$ cat config.mk
export PLATFORM = sky130hd
export DESIGN_NAME = coarse_timestamp_capture
export DESIGN_NICKNAME = d
export VERILOG_FILES = /design/src/rtl/tdc_pkg.sv /design/src/rtl/tdc_ts_fifo.sv /design/src/rtl/coarse_timestamp_capture.sv
export SDC_FILE = /design/constraint.sdc
export NUM_CORES = 1
export LEC_CHECK = 0
export CAP_MARGIN = 20
export CELL_PAD_IN_SITES_DETAIL_PLACEMENT = 0
export CELL_PAD_IN_SITES_GLOBAL_PLACEMENT = 1
export CORE_UTILIZATION = 45
export DETAILED_ROUTE_END_ITERATION = 16
export PLACE_DENSITY_LB_ADDON = 0.25
export SYNTH_ARGS = -nofsm -noshare
export SYNTH_HDL_FRONTEND = slang
export SYNTH_SLANG_ARGS = --single-unit
$ cat constraint.sdc
create_clock -name clk_input -period 5.9 [get_ports clk_input]
set_input_delay 1.475 -clock clk_input [delete_from_list [all_inputs] [get_ports clk_input]]
set_output_delay 1.475 -clock clk_input [all_outputs]
set_load 0.01 [all_outputs]
$ cat src/rtl/tdc_pkg.sv
// Shared types for the coarse timestamp capture path.
// Counter width default and the capture FSM state encoding.
package tdc_pkg;

  localparam int TDC_COUNTER_WIDTH = 32;

  typedef logic [TDC_COUNTER_WIDTH-1:0] timestamp_t;

  typedef enum logic [1:0] {
    DISABLED = 2'd0,
    ARMED    = 2'd1,
    DEAD     = 2'd2
  } capture_state_t;

endpackage

$ cat src/rtl/tdc_ts_fifo.sv
// Synchronous show-ahead timestamp FIFO.
// When empty the output holds the last popped word.
module tdc_ts_fifo #(
  parameter int W     = 32,
  parameter int DEPTH = 8
) (
  input  logic                       i_clk,
  input  logic                       i_rst_n,
  input  logic                       i_push,
  input  logic [W-1:0]               i_data,
  input  logic                       i_pop,
  output logic [W-1:0]               o_data,
  output logic                       o_full,
  output logic                       o_empty,
  output logic [$clog2(DEPTH):0]     o_count
);

  localparam int AW = $clog2(DEPTH);
  localparam int CW = AW + 1;

  logic [W-1:0]  r_mem [DEPTH];
  logic [AW-1:0] r_wr;
  logic [AW-1:0] r_rd;
  logic [CW-1:0] r_count;
  logic [W-1:0]  r_last;
  logic          w_push;
  logic          w_pop;

  assign o_full  = (r_count == CW'(DEPTH));
  assign o_empty = (r_count == '0);
  assign w_pop   = i_pop & ~o_empty;
  // A full FIFO still takes a push when the head leaves the same cycle
  assign w_push  = i_push & (~o_full | w_pop);
  assign o_count = r_count;
  assign o_data  = o_empty ? r_last : r_mem[r_rd];

  always_ff @(posedge i_clk) begin
    if (w_push) r_mem[r_wr] <= i_data;
  end

  always_ff @(posedge i_clk) begin
    if (!i_rst_n) begin
      r_wr    <= '0;
      r_rd    <= '0;
      r_count <= '0;
      r_last  <= '0;
    end else begin
      if (w_push) r_wr <= r_wr + AW'(1);
      if (w_pop) begin
        r_rd   <= r_rd + AW'(1);
        r_last <= r_mem[r_rd];
      end
      unique case ({w_push, w_pop})
        2'b10:   r_count <= r_count + CW'(1);
        2'b01:   r_count <= r_count - CW'(1);
        default: r_count <= r_count;
      endcase
    end
  end

endmodule

$ cat src/rtl/coarse_timestamp_capture.sv
// Edge-detects event_sync and stamps accepted rises with a coarse
// counter; stamps are queued in a show-ahead FIFO for the readout.
module coarse_timestamp_capture
  import tdc_pkg::*;
#(
  parameter int COUNTER_WIDTH = TDC_COUNTER_WIDTH,
  parameter int FIFO_DEPTH    = 8,
  parameter int DEAD_TIME     = 4
) (
  input  logic                          clk_input,
  input  logic                          reset,
  input  logic                          enable,
  input  logic                          event_sync,
  output logic [COUNTER_WIDTH-1:0]      ts_data,
  output logic                          ts_valid,
  input  logic                          ts_ready,
  output logic [$clog2(FIFO_DEPTH):0]   ts_count,
  output logic                          overflow_sticky,
  input  logic                          clear_overflow,
  output logic                          rollover_pulse
);

  localparam int DW = (DEAD_TIME > 1) ? $clog2(DEAD_TIME) : 1;

  capture_state_t           r_state;
  capture_state_t           w_next;
  logic [COUNTER_WIDTH-1:0] r_cnt;
  logic [DW-1:0]            r_dead;
  logic                     r_prev;
  logic                     r_roll;
  logic                     r_ovf;
  logic                     w_rise;
  logic                     w_push;
  logic                     w_pop;
  logic                     w_full;
  logic                     w_empty;
  logic                     w_drop;

  assign w_rise = event_sync & ~r_prev;
  assign w_pop  = ts_valid & ts_ready;
  assign w_drop = w_push & w_full & ~w_pop;

  always_ff @(posedge clk_input) begin
    if (!reset) r_state <= DISABLED;
    else        r_state <= w_next;
  end

  always_comb begin
    w_next = r_state;
    unique case (r_state)
      DISABLED: if (enable) w_next = ARMED;
      ARMED: begin
        if (!enable)     w_next = DISABLED;
        else if (w_rise) w_next = DEAD;
      end
      DEAD: begin
        if (!enable)            w_next = DISABLED;
        else if (r_dead == '0)  w_next = ARMED;
      end
      default: w_next = DISABLED;
    endcase
  end

  always_comb begin
    w_push = 1'b0;
    unique case (r_state)
      ARMED:   w_push = enable & w_rise;
      default: w_push = 1'b0;
    endcase
  end

  // prev resets high so a level held across reset is not a rise
  always_ff @(posedge clk_input) begin
    if (!reset) begin
      r_cnt  <= '0;
      r_dead <= '0;
      r_prev <= 1'b1;
      r_roll <= 1'b0;
      r_ovf  <= 1'b0;
    end else begin
      r_prev <= event_sync;
      r_roll <= enable & (r_cnt == '1);
      if (enable) r_cnt <= r_cnt + COUNTER_WIDTH'(1);
      if (w_push)
        r_dead <= DW'(DEAD_TIME - 1);
      else if (r_state == DEAD && r_dead != '0)
        r_dead <= r_dead - DW'(1);
      if (w_drop)              r_ovf <= 1'b1;
      else if (clear_overflow) r_ovf <= 1'b0;
    end
  end

  tdc_ts_fifo #(
    .W     (COUNTER_WIDTH),
    .DEPTH (FIFO_DEPTH)
  ) u_fifo (
    .i_clk   (clk_input),
    .i_rst_n (reset),
    .i_push  (w_push),
    .i_data  (r_cnt),
    .i_pop   (w_pop),
    .o_data  (ts_data),
    .o_full  (w_full),
    .o_empty (w_empty),
    .o_count (ts_count)
  );

  assign ts_valid        = ~w_empty;
  assign overflow_sticky = r_ovf;
  assign rollover_pulse  = r_roll;

endmodule
==> impl_metrics.py, run 1 <==
metrics = {
    "run_status": {
        "status": "finished clean",
    },
    "global_routing": {
        "grt_start_max_net_pins": 70,
        "grt_antenna_before_repair": 0,
        "first_global_vias": 7665,
        "gr-total-overflow": 0,
        "track_usage_pct": 18.4,
        "grt_pass1_wl_um": 42800,
    },
    "logic_synthesis": {
        "netlist_area_sq_um": 13300,
        "ys_async_sr_fraction_pct": 0,
        "yosysUniqueCellTypes": 43,
        "synth-main-ff-cell": "edfxtp_1",
        "syn_inst": 836,
        "yosysSeqAreaShare_pct": 70.2,
        "yosys_warnings": 0,
        "synth.avg_cell_area_sq_um": 16.0,
        "synth_fa_ha_area_share_pct": 0.656,
        "ys_ff_latch": 340,
        "synth-compound-area-share_pct": 6.23,
        "synth_area_leader_cell": "edfxtp_1",
        "synthMuxAreaShare_pct": 13.6,
        "synth_most_common_cell": "edfxtp_1",
        "yosys.area_share.simple_pct": 6.41,
        "synth.top_cell.area_share_pct": 57.6,
        "synthXorXnorAreaFrac_pct": 1.05,
        "ys_top_cells_by_area": "edfxtp_1 58%, dfxtp_1 13%, mux4_2 11%",
        "synth_common_cells": "256 x edfxtp_1, 92 x a21oi_1, 84 x dfxtp_1",
        "synth_top_family_by_area": "multiplexers",
        "syn_nets": 849,
        "synth_edf_count": 256,
    },
    "cells_and_area": {
        "seqCellArea_sq_um": 9380,
        "multi_input_area_sq_um": 3800,
        "nNetsFinal": 898,
        "antenna_cells": 0,
        "fill_cells": 2317,
        "layout-drive-gt1-share_pct": 16.4,
        "area_growth_pct": 15.1,
    },
    "clocking": {
        "cts_setup_buffers": 0,
        "cts-root-buf": "clkbuf_16",
        "cts_hold_buf": 0,
        "numCtsBuffers": 37,
        "cts-resized-gates": 0,
        "insertion_delay_ns": 0.52,
        "cts_sinks": 340,
        "clk_path_buf_depth": 3,
        "h-tree-depth": 2,
        "clkTransAtPathRegs_ns": 0.05,
        "cts_tree": "built",
    },
    "place": {
        "numPortBuffers": 44,
        "gp_congestion": 0.748,
        "place_ws_ns": 1.63,
        "dpl.hpwl_um": 16200,
    },
    "die": {
        "die_x_um": 174,
        "fp-row-count": 62,
        "die_y_um": 174,
        "ios": 45,
        "start_util_pct": 46.1,
        "core_area_sq_um": 28900,
        "fp.dieArea_sq_um": 30400,
    },
    "detailed_routing": {
        "viasPerCell": 5.65,
        "vias": 7324,
        "post_drt_wl_per_cell_um": 20.9,
        "routed_wl_um": 27100,
        "drtIter0Drc": 478,
        "drc": 0,
        "ant_nets": 0,
        "drt-pass1-iter-count": 4,
    },
    "timing": {
        "skew_ns": 0.0290,
        "fmax_mhz": 215,
        "slew_violations": 0,
        "tightest_slew_ns": 1.01,
        "period_needed_ns": 4.65,
        "finalCritPeriodShare_pct": 78.9,
        "max_slew_margin_pct": 32.5,
        "rsz0062_at_grt": "no",
        "worst_slack_ns": 1.25,
        "fin_tns_setup_ns": 0,
        "setup-violations-final": 0,
        "hold_viol": 0,
    },
    "setup_path": {
        "worstSetupPathType": "reg -> out",
        "crit_slowest_cell": "dfxtp_4",
        "crit_buf_inv": 2,
        "cp_max_fo": 33,
        "slowest_delay_ns": 0.80,
        "worstPathArrival_ns": 3.18,
        "critPathCaptureType": "output port",
        "required_ns": 4.43,
        "cp_cell_sequence": "buf_12, mux4_2, mux2i_1, a21oi_1, clkdlybuf4s50_1",
        "critPathLaunchType": "register",
        "path_delay_family": "multiplexers",
    },
    "power": {
        "leakagePower_uw": 0.00478,
        "p_comb_share_pct": 2.3,
        "pwr_density_cell_nw_per_um2": 310,
        "internal_power_uw": 3820,
        "clock_power_share_pct": 43.9,
        "peakVddDrop_mv": 0.242,
        "seq_power_share_pct": 53.7,
        "netSwitchingFraction_pct": 19.8,
        "switching_power_uw": 946,
    },
    "job": {
        "drv_cap": 0,
    },
    "worst_hold_path": {
        "hp-class": "reg -> reg",
    },
}
[state kept, by name (all words and copies together), names as in the netlist, named ones only]
register         cells
u_fifo.r_rd          3
u_fifo.o_count       4
u_fifo.r_last       32
r_dead               2
overflow_sticky      1
u_fifo.r_wr          3
r_state              2
r_cnt               32
r_prev               1
rollover_pulse       1
u_fifo.r_mem       256
[power by group through the flow]
| stage | clock (uW) | sequential [uW] | combinational (uW) |
|---|---|---|---|
| after floorplan | 0 | 2610 | 66.1 |
| final | 2090 | 2560 | 111 |
| after global routing | 2230 | 2560 | 122 |
| after CTS | 2150 | 2560 | 114 |
| after global placement | 0 | 2610 | 111 |
| after detailed placement | 0 | 2610 | 113 |
[worst reg2reg max path, cell delays in order (launching register included)]
cell and delay (ns):
dfxtp_1 0.37, o41a_2 0.48, buf_4 0.34, ha_1 0.39
xor2_1 0.17, ha_1 0.18, a21oi_1 0.15, xor2_1 0.09
or3_1 0.31, a21oi_1 0.16
[kinds of logic (layout without fill, tap and decap cells)]
| kind of cell | Yosys count | count (layout) |
|---|---|---|
| compound gates | 152 | 152 |
| xor+xnor | 16 | 16 |
| fa+ha+maj | 7 | 7 |
| buf+inv | 57 | 134 |
| flops | 340 | 340 |
| mux | 102 | 102 |
| simple gates | 162 | 162 |
[path summary, 6_finish.rpt]
kind / slack [ns] / start / to / cells after the start
setup / recovery: 1.25 / register / ts_data[19] / 5
hold / removal: 0.47 / overflow_sticky / overflow_sticky / 2
setup reg to reg: 3.19 / u_fifo.o_count[0] / u_fifo.o_count[2] / 9
hold reg to reg: 0.47 / overflow_sticky / overflow_sticky / 2
[layer usage]
metal  routed length (um)  track usage [%]
met2                13600             31.6
met5                    0                0
met4                  489             5.63
met3                  810             2.45
met1                12200             24.3
[placed cells by master (no fill, tap or decap), drive strengths merged, types with 15 or more instances in the layout]
cell type	instances
edfxtp	256
a21oi	92
dfxtp	84
mux4	64
nor2	61
clkbuf	48
clkdlybuf4s50	44
o21ai	41
mux2i	38
nand2	23
clkinv	17
or4	15
[area by class of cell]
cell class	instances	area share (%)
multi-input cells	439	24.7
repair buffers	58	3.63
inverters	9	0.220
clock buffers	48	6.63
clock inverters	19	0.627
flip-flops and latches	340	61.0
well taps	384	3.13
[stage by stage]
| step | util (%) | cells | instance area [sq um] | hold slack, ns | total power, uW |
|---|---|---|---|---|---|
| 5_1_grt | 53.1 | 1297 | 15400 | 0.499 | 4920 |
| 6_report | 53.1 | 1297 | 15400 | 0.471 | 4770 |
| 2_1_floorplan | - | 836 | 13300 | 0.454 | 2670 |
| 3_5_place_dp | 49.2 | 1230 | 14200 | 0.470 | 2730 |
| 3_3_place_gp | 49.2 | 1230 | 14200 | 0.463 | 2720 |
| 4_1_cts | 53.1 | 1297 | 15400 | 0.476 | 4820 |
(Power assumes the default switching activity.)
==> inputs of run 2 (changes only) <==
==> constraint.sdc (replaced) <==
create_clock -name clk_input -period 4.7 [get_ports clk_input]
set_input_delay 1.175 -clock clk_input [delete_from_list [all_inputs] [get_ports clk_input]]
set_output_delay 1.175 -clock clk_input [all_outputs]
set_load 0.01 [all_outputs]
==> impl_metrics.py, run 2 (same netlist as run 1, synthesis figures left out) <==
metrics = {
    "cells_and_area": {
        "area_growth_pct": 15.3,
        "nNetsFinal": 901,
        "finish.instance_area_sq_um": 15400,
        "antenna_cells": 0,
        "final_cell_mix": "256 x edfxtp_1, 92 x a21oi_1, 81 x dfxtp_1",
        "final_common_cell": "edfxtp_1",
        "largest_reg_flops": 256,
        "layout-drive-gt1-share_pct": 16.5,
        "regMostFlops": "u_fifo.r_mem",
        "top_regs": "u_fifo.r_mem x256, r_cnt x32, u_fifo.r_last x32",
        "seqCellArea_sq_um": 9380,
        "fill_cells": 2279,
        "multi_input_area_sq_um": 3800,
    },
    "power": {
        "switching_power_uw": 1190,
        "pwr_density_cell_nw_per_um2": 388,
        "clock_power_share_pct": 43.8,
        "peakVddDrop_mv": 0.217,
        "leakagePower_uw": 0.00480,
        "p_comb_share_pct": 2.4,
        "internal_power_uw": 4790,
        "netSwitchingFraction_pct": 19.9,
        "seq_power_share_pct": 53.8,
    },
    "clocking": {
        "cts_hold_buf": 0,
        "cts-root-buf": "clkbuf_16",
        "h-tree-depth": 2,
        "cts-resized-gates": 0,
        "insertion_delay_ns": 0.51,
        "numCtsBuffers": 36,
        "clkTransAtPathRegs_ns": 0.06,
        "cts_setup_buffers": 0,
        "clk_path_buf_depth": 3,
        "cts_tree": "built",
        "cts_sinks": 340,
    },
    "timing": {
        "slew_violations": 0,
        "fmax_mhz": 235,
        "max_slew_margin_pct": 48.9,
        "setup-violations-final": 0,
        "period_needed_ns": 4.26,
        "fin_tns_setup_ns": 0,
        "finalCritPeriodShare_pct": 90.7,
        "tightest_slew_ns": 0.766,
        "hold_viol": 0,
        "hold_ws_ns": 0.470,
        "rsz0062_at_grt": "no",
        "skew_ns": 0.0141,
    },
    "worst_hold_path": {
        "min_from": "overflow_sticky",
        "hold_end": "overflow_sticky",
        "hp-class": "reg -> reg",
        "whs_path_depth": 2,
    },
    "setup_path": {
        "crit_buf_inv": 2,
        "crit_slowest_cell": "nand2b_2",
        "ff2ff_path_depth": 9,
        "worstPathArrival_ns": 3.09,
        "path_delay_family": "buffers and inverters",
        "critPathLaunchType": "register",
        "cp_cell_sequence": "or3_1, nand2b_2, buf_4, nor2_1, a21oi_1, clkdlybuf4s50_1",
        "slowest_delay_ns": 0.63,
        "rr_startpoint": "u_fifo.o_count[1]",
        "ff2ff_setup_slack_ns": 2.03,
        "worstSetupPathType": "reg -> out",
        "reg2reg_to": "u_fifo.o_count[2]",
        "critPathCaptureType": "output port",
        "required_ns": 3.52,
        "cp_max_fo": 35,
    },
    "detailed_routing": {
        "drt-pass1-iter-count": 5,
        "ant_nets": 0,
        "viasPerCell": 5.69,
        "drtIter0Drc": 567,
        "routed_wl_um": 27300,
        "drc": 0,
        "vias": 7381,
        "post_drt_wl_per_cell_um": 21.1,
    },
    "die": {
        "start_util_pct": 46.1,
        "die_x_um": 174,
        "fp.dieArea_sq_um": 30400,
        "die_y_um": 174,
        "ios": 45,
        "fp-row-count": 62,
        "core_area_sq_um": 28900,
    },
    "place": {
        "dpl.hpwl_um": 15800,
        "numPortBuffers": 44,
        "placed_cell_area_sq_um": 14300,
        "gp_congestion": 0.738,
    },
    "job": {
        "drv_cap": 0,
    },
    "global_routing": {
        "first_global_vias": 7637,
        "track_usage_pct": 18.4,
        "grt_start_max_net_pins": 44,
        "gr-total-overflow": 0,
        "grt_pass1_wl_um": 42800,
        "grt_antenna_before_repair": 0,
    },
    "run_status": {
        "status": "finished clean",
    },
}
[run 2: worst reg2reg max path, stage by stage, from the launching register on]
cell and delay, ns:
dfxtp_1 0.39, or3_1 0.44, o311ai_4 0.38, ha_1 0.35, xor2_1 0.20, ha_1 0.17, a21oi_1 0.05, xor2_1 0.18
or3_1 0.31, a21oi_1 0.14
[run 2: how the worst max path moves through the flow]
stage,cells after the start,from,slack (ns),endpoint
CTS,6,u_fifo.o_count[1],0.41,ts_data[21]
floorplan,4,event_sync,0.11,u_fifo.r_mem[1][0]
finish,6,u_fifo.o_count[1],0.44,ts_data[25]
detailed placement,6,u_fifo.o_count[1],0.96,ts_data[21]
global route,6,u_fifo.o_count[1],0.20,ts_data[25]
global placement,5,u_fifo.o_count[0],1.03,ts_data[21]
[run 2: per-stage QoR]
| step | worst slack [ns] | utilization, % | cells | power (uW) |
|---|---|---|---|---|
| 2_1_floorplan | 0.112 | - | 836 | 3360 |
| 3_3_place_gp | 1.03 | 49.5 | 1234 | 3420 |
| 3_5_place_dp | 0.959 | 49.5 | 1234 | 3420 |
| 4_1_cts | 0.411 | 53.2 | 1298 | 6050 |
| 5_1_grt | 0.199 | 53.2 | 1298 | 6180 |
| 6_report | 0.436 | 53.2 | 1298 | 5980 |
[run 2: area by class of cell]
| type | count | share of cell area, % |
|---|---|---|
| clock buffers | 48 | 6.35 |
| clock inverters | 16 | 0.699 |
| inverters | 9 | 0.219 |
| multi-input cells | 439 | 24.7 |
| flip-flops and latches | 340 | 60.9 |
| well taps | 384 | 3.12 |
| repair buffers | 62 | 4.06 |
[run 2: power groups by stage]
| stage | sequential, uW | combinational, uW | clock, uW |
|---|---|---|---|
| floorplan | 3270 | 82.9 | 0 |
| global placement | 3280 | 143 | 0 |
| detailed placement | 3280 | 145 | 0 |
| CTS | 3210 | 146 | 2690 |
| global route | 3210 | 157 | 2810 |
| finish | 3210 | 144 | 2620 |
[run 2: per-layer routing]
| metal | track usage, % | share of wire [%] | up-vias |
|---|---|---|---|
| met5 | 0 | 0 | - |
| met1 | 24.4 | 44 | 3771 |
| met4 | 5.70 | 2.1 | 0 |
| met3 | 2.91 | 4.2 | 47 |
| li1 | - | - | 3395 |
| met2 | 31.2 | 50 | 168 |
==> inputs of run 3 (changes only) <==
--- a/config.mk
+++ b/config.mk
@@ -11,6 +11,8 @@
 export CORE_UTILIZATION = 45
 export DETAILED_ROUTE_END_ITERATION = 16
 export PLACE_DENSITY_LB_ADDON = 0.25
+export SLEW_MARGIN = 5
 export SYNTH_ARGS = -nofsm -noshare
 export SYNTH_HDL_FRONTEND = slang
+export SYNTH_HIERARCHICAL = 1
 export SYNTH_SLANG_ARGS = --single-unit
==> impl_metrics.py, run 3 <==
metrics = {
    "global_routing": {
        "grt_pass1_wl_um": 41500,
        "gr-total-overflow": 0,
        "first_global_vias": 7187,
        "track_usage_pct": 17.8,
        "grt_antenna_before_repair": 0,
        "grt_start_max_net_pins": 44,
    },
    "logic_synthesis": {
        "synth-main-ff-cell": "edfxtp_1",
        "synth_area_leader_cell": "edfxtp_1",
        "ys_ff_latch": 340,
        "yosys_warnings": 6,
        "ys_top_cells_by_area": "edfxtp_1 57%, dfxtp_1 12%, mux4_2 11%",
        "yosysUniqueCellTypes": 56,
        "synth_edf_count": 256,
        "ys_async_sr_fraction_pct": 0,
        "synth_common_cells": "256 x edfxtp_1, 84 x dfxtp_1, 64 x mux4_2",
        "synth_most_common_cell": "edfxtp_1",
        "netlist_area_sq_um": 13600,
        "synth.top_cell.area_share_pct": 56.6,
        "synth.avg_cell_area_sq_um": 16.0,
        "yosysSeqAreaShare_pct": 68.9,
        "syn_inst": 848,
        "syn_nets": 861,
    },
    "detailed_routing": {
        "vias": 7315,
        "drt-pass1-iter-count": 4,
        "drtIter0Drc": 448,
        "drc": 0,
        "post_drt_wl_per_cell_um": 20.0,
        "ant_nets": 0,
        "viasPerCell": 5.50,
        "routed_wl_um": 26500,
    },
    "cells_and_area": {
        "nNetsFinal": 924,
        "largest_reg_flops": 256,
        "regMostFlops": "u_fifo/r_mem",
        "area_growth_pct": 16.4,
        "final_common_cell": "edfxtp_1",
        "layout-drive-gt1-share_pct": 21.5,
        "top_regs": "u_fifo/r_mem x256, r_cnt x32, u_fifo/r_last x32",
        "final_cell_mix": "256 x edfxtp_1, 81 x dfxtp_1, 64 x mux4_2",
        "final_util_pct": 53.4,
        "antenna_cells": 0,
    },
    "clocking": {
        "cts_sinks": 340,
        "insertion_delay_ns": 0.52,
        "cts_hold_buf": 0,
        "cts_setup_buffers": 0,
        "h-tree-depth": 2,
        "clk_path_buf_depth": 3,
        "cts-root-buf": "clkbuf_16",
        "numCtsBuffers": 36,
        "cts-resized-gates": 0,
        "cts_tree": "built",
        "clkTransAtPathRegs_ns": 0.06,
    },
    "die": {
        "die_y_um": 176,
        "core_area_sq_um": 29600,
        "die_x_um": 176,
        "ios": 45,
        "fp-row-count": 63,
        "fp.dieArea_sq_um": 30900,
        "start_util_pct": 45.9,
    },
    "timing": {
        "max_slew_margin_pct": 28.1,
        "setup-violations-final": 0,
        "hold_viol": 0,
        "finalCritPeriodShare_pct": 92.0,
        "worst_slack_ns": 0.377,
        "tightest_slew_ns": 1.07,
        "slew_violations": 0,
        "fin_tns_setup_ns": 0,
        "skew_ns": 0.0167,
        "period_needed_ns": 4.32,
        "fmax_mhz": 231,
        "rsz0062_at_grt": "no",
    },
    "setup_path": {
        "cp_max_fo": 43,
        "ff2ff_setup_slack_ns": 1.16,
        "slowest_delay_ns": 1.05,
        "critPathCapture": "ts_data[7]",
        "reg2reg_to": "u_fifo/o_count[3]",
        "crit_path_start": "u_fifo/o_count[3]",
        "path_delay_family": "simple AND/OR/NAND/NOR gates",
        "cp.depth": 4,
        "ff2ff_path_depth": 12,
        "crit_slowest_cell": "or4_2",
        "rr_startpoint": "u_fifo/o_count[3]",
        "required_ns": 3.52,
        "critPathCaptureType": "output port",
        "critPathLaunchType": "register",
        "worstPathArrival_ns": 3.15,
        "worstSetupPathType": "reg -> out",
        "cp_cell_sequence": "or4_2, buf_4, a21oi_1, clkdlybuf4s50_1",
        "crit_buf_inv": 2,
    },
    "place": {
        "gp_congestion": 0.715,
        "place_ws_ns": 0.677,
        "dpl.hpwl_um": 15700,
        "numPortBuffers": 44,
    },
    "power": {
        "pwr_density_cell_nw_per_um2": 393,
        "power.total_uw": 6210,
        "leakagePower_uw": 0.00488,
        "peakVddDrop_mv": 0.235,
    },
    "run_status": {
        "status": "finished clean",
    },
    "worst_hold_path": {
        "hp-class": "reg -> reg",
    },
    "job": {
        "drv_cap": 0,
    },
}
## run 3: cell count changes in the layout (fill, tap and decap cells not counted), moves of 9 or more
cell     previous run  this run
a21oi_1            92        54
inv_1               8        19
nand2_1            23        50
o21ai_0            41         7
o21ai_2             0        31
or4_1              15         6
## run 3: cells by family after synthesis
kind of cell               after synthesis  share of synthesized area, %
AOI/OAI and AO/OA                      120                          5.98
buffers and inverters                   64                          2.47
muxes                                   99                          13.2
and+or+nand+nor                        198                          7.43
xor gates and xnor gates                20                          1.29
DFF                                    340                          68.9
adders and majority gates                7                         0.700
## run 3: metal layers
layer	global-route usage [%]	up-vias	wire length, um
met2	28.9	130	12800
met3	3.10	36	1080
li1	-	3438	-
met4	4.67	0	427
met5	0	-	0
met1	24.9	3711	12200
## run 3: worst min-delay path by stage
stage / slack (ns) / start / cells after the start / to
final: 0.45 / u_fifo/r_last[9] / 2 / u_fifo/r_last[9]
after CTS: 0.46 / u_fifo/r_last[17] / 2 / u_fifo/r_last[17]
after detailed placement: 0.44 / u_fifo/r_last[17] / 2 / u_fifo/r_last[17]
after global routing: 0.47 / u_fifo/r_last[13] / 2 / u_fifo/r_last[13]
after floorplan: 0.43 / u_fifo/r_last[18] / 2 / u_fifo/r_last[18]
after global placement: 0.43 / u_fifo/r_last[18] / 2 / u_fifo/r_last[18]
## run 3: tightest hold or removal path: cells and delay by family, from the launching register on
kind               cells  cell delay, ns
AOI/OAI and AO/OA      1            0.04
DFF                    1            0.32
and+or+nand+nor        1            0.06
## run 3: stage by stage
stage	std cells	hold WS [ns]	instance area, sq um
2_1_floorplan	848	0.426	13600
3_3_place_gp	1263	0.435	14600
5_1_grt	1329	0.469	15800
3_5_place_dp	1263	0.442	14600
4_1_cts	1329	0.456	15800
6_report	1329	0.453	15800
## run 3: cell type report
type                    count  area, sq um
repair buffers             69          678
fillers                  2430        13800
inverters                  20         75.1
clock inverters            23          303
well taps                 390          488
multi-input cells         444         3950
clock buffers              43          948
flip-flops and latches    340         9380
## run 3: report_power, final
group	switching (uW)	total, uW	leakage, uW	internal, uW
Sequential	7.06	3200	0.00296	3190
Clock	1140	2970	0.000614	1840
Combinational	25.1	38.5	0.00130	13.4
Total	1170	6210	0.00488	5040
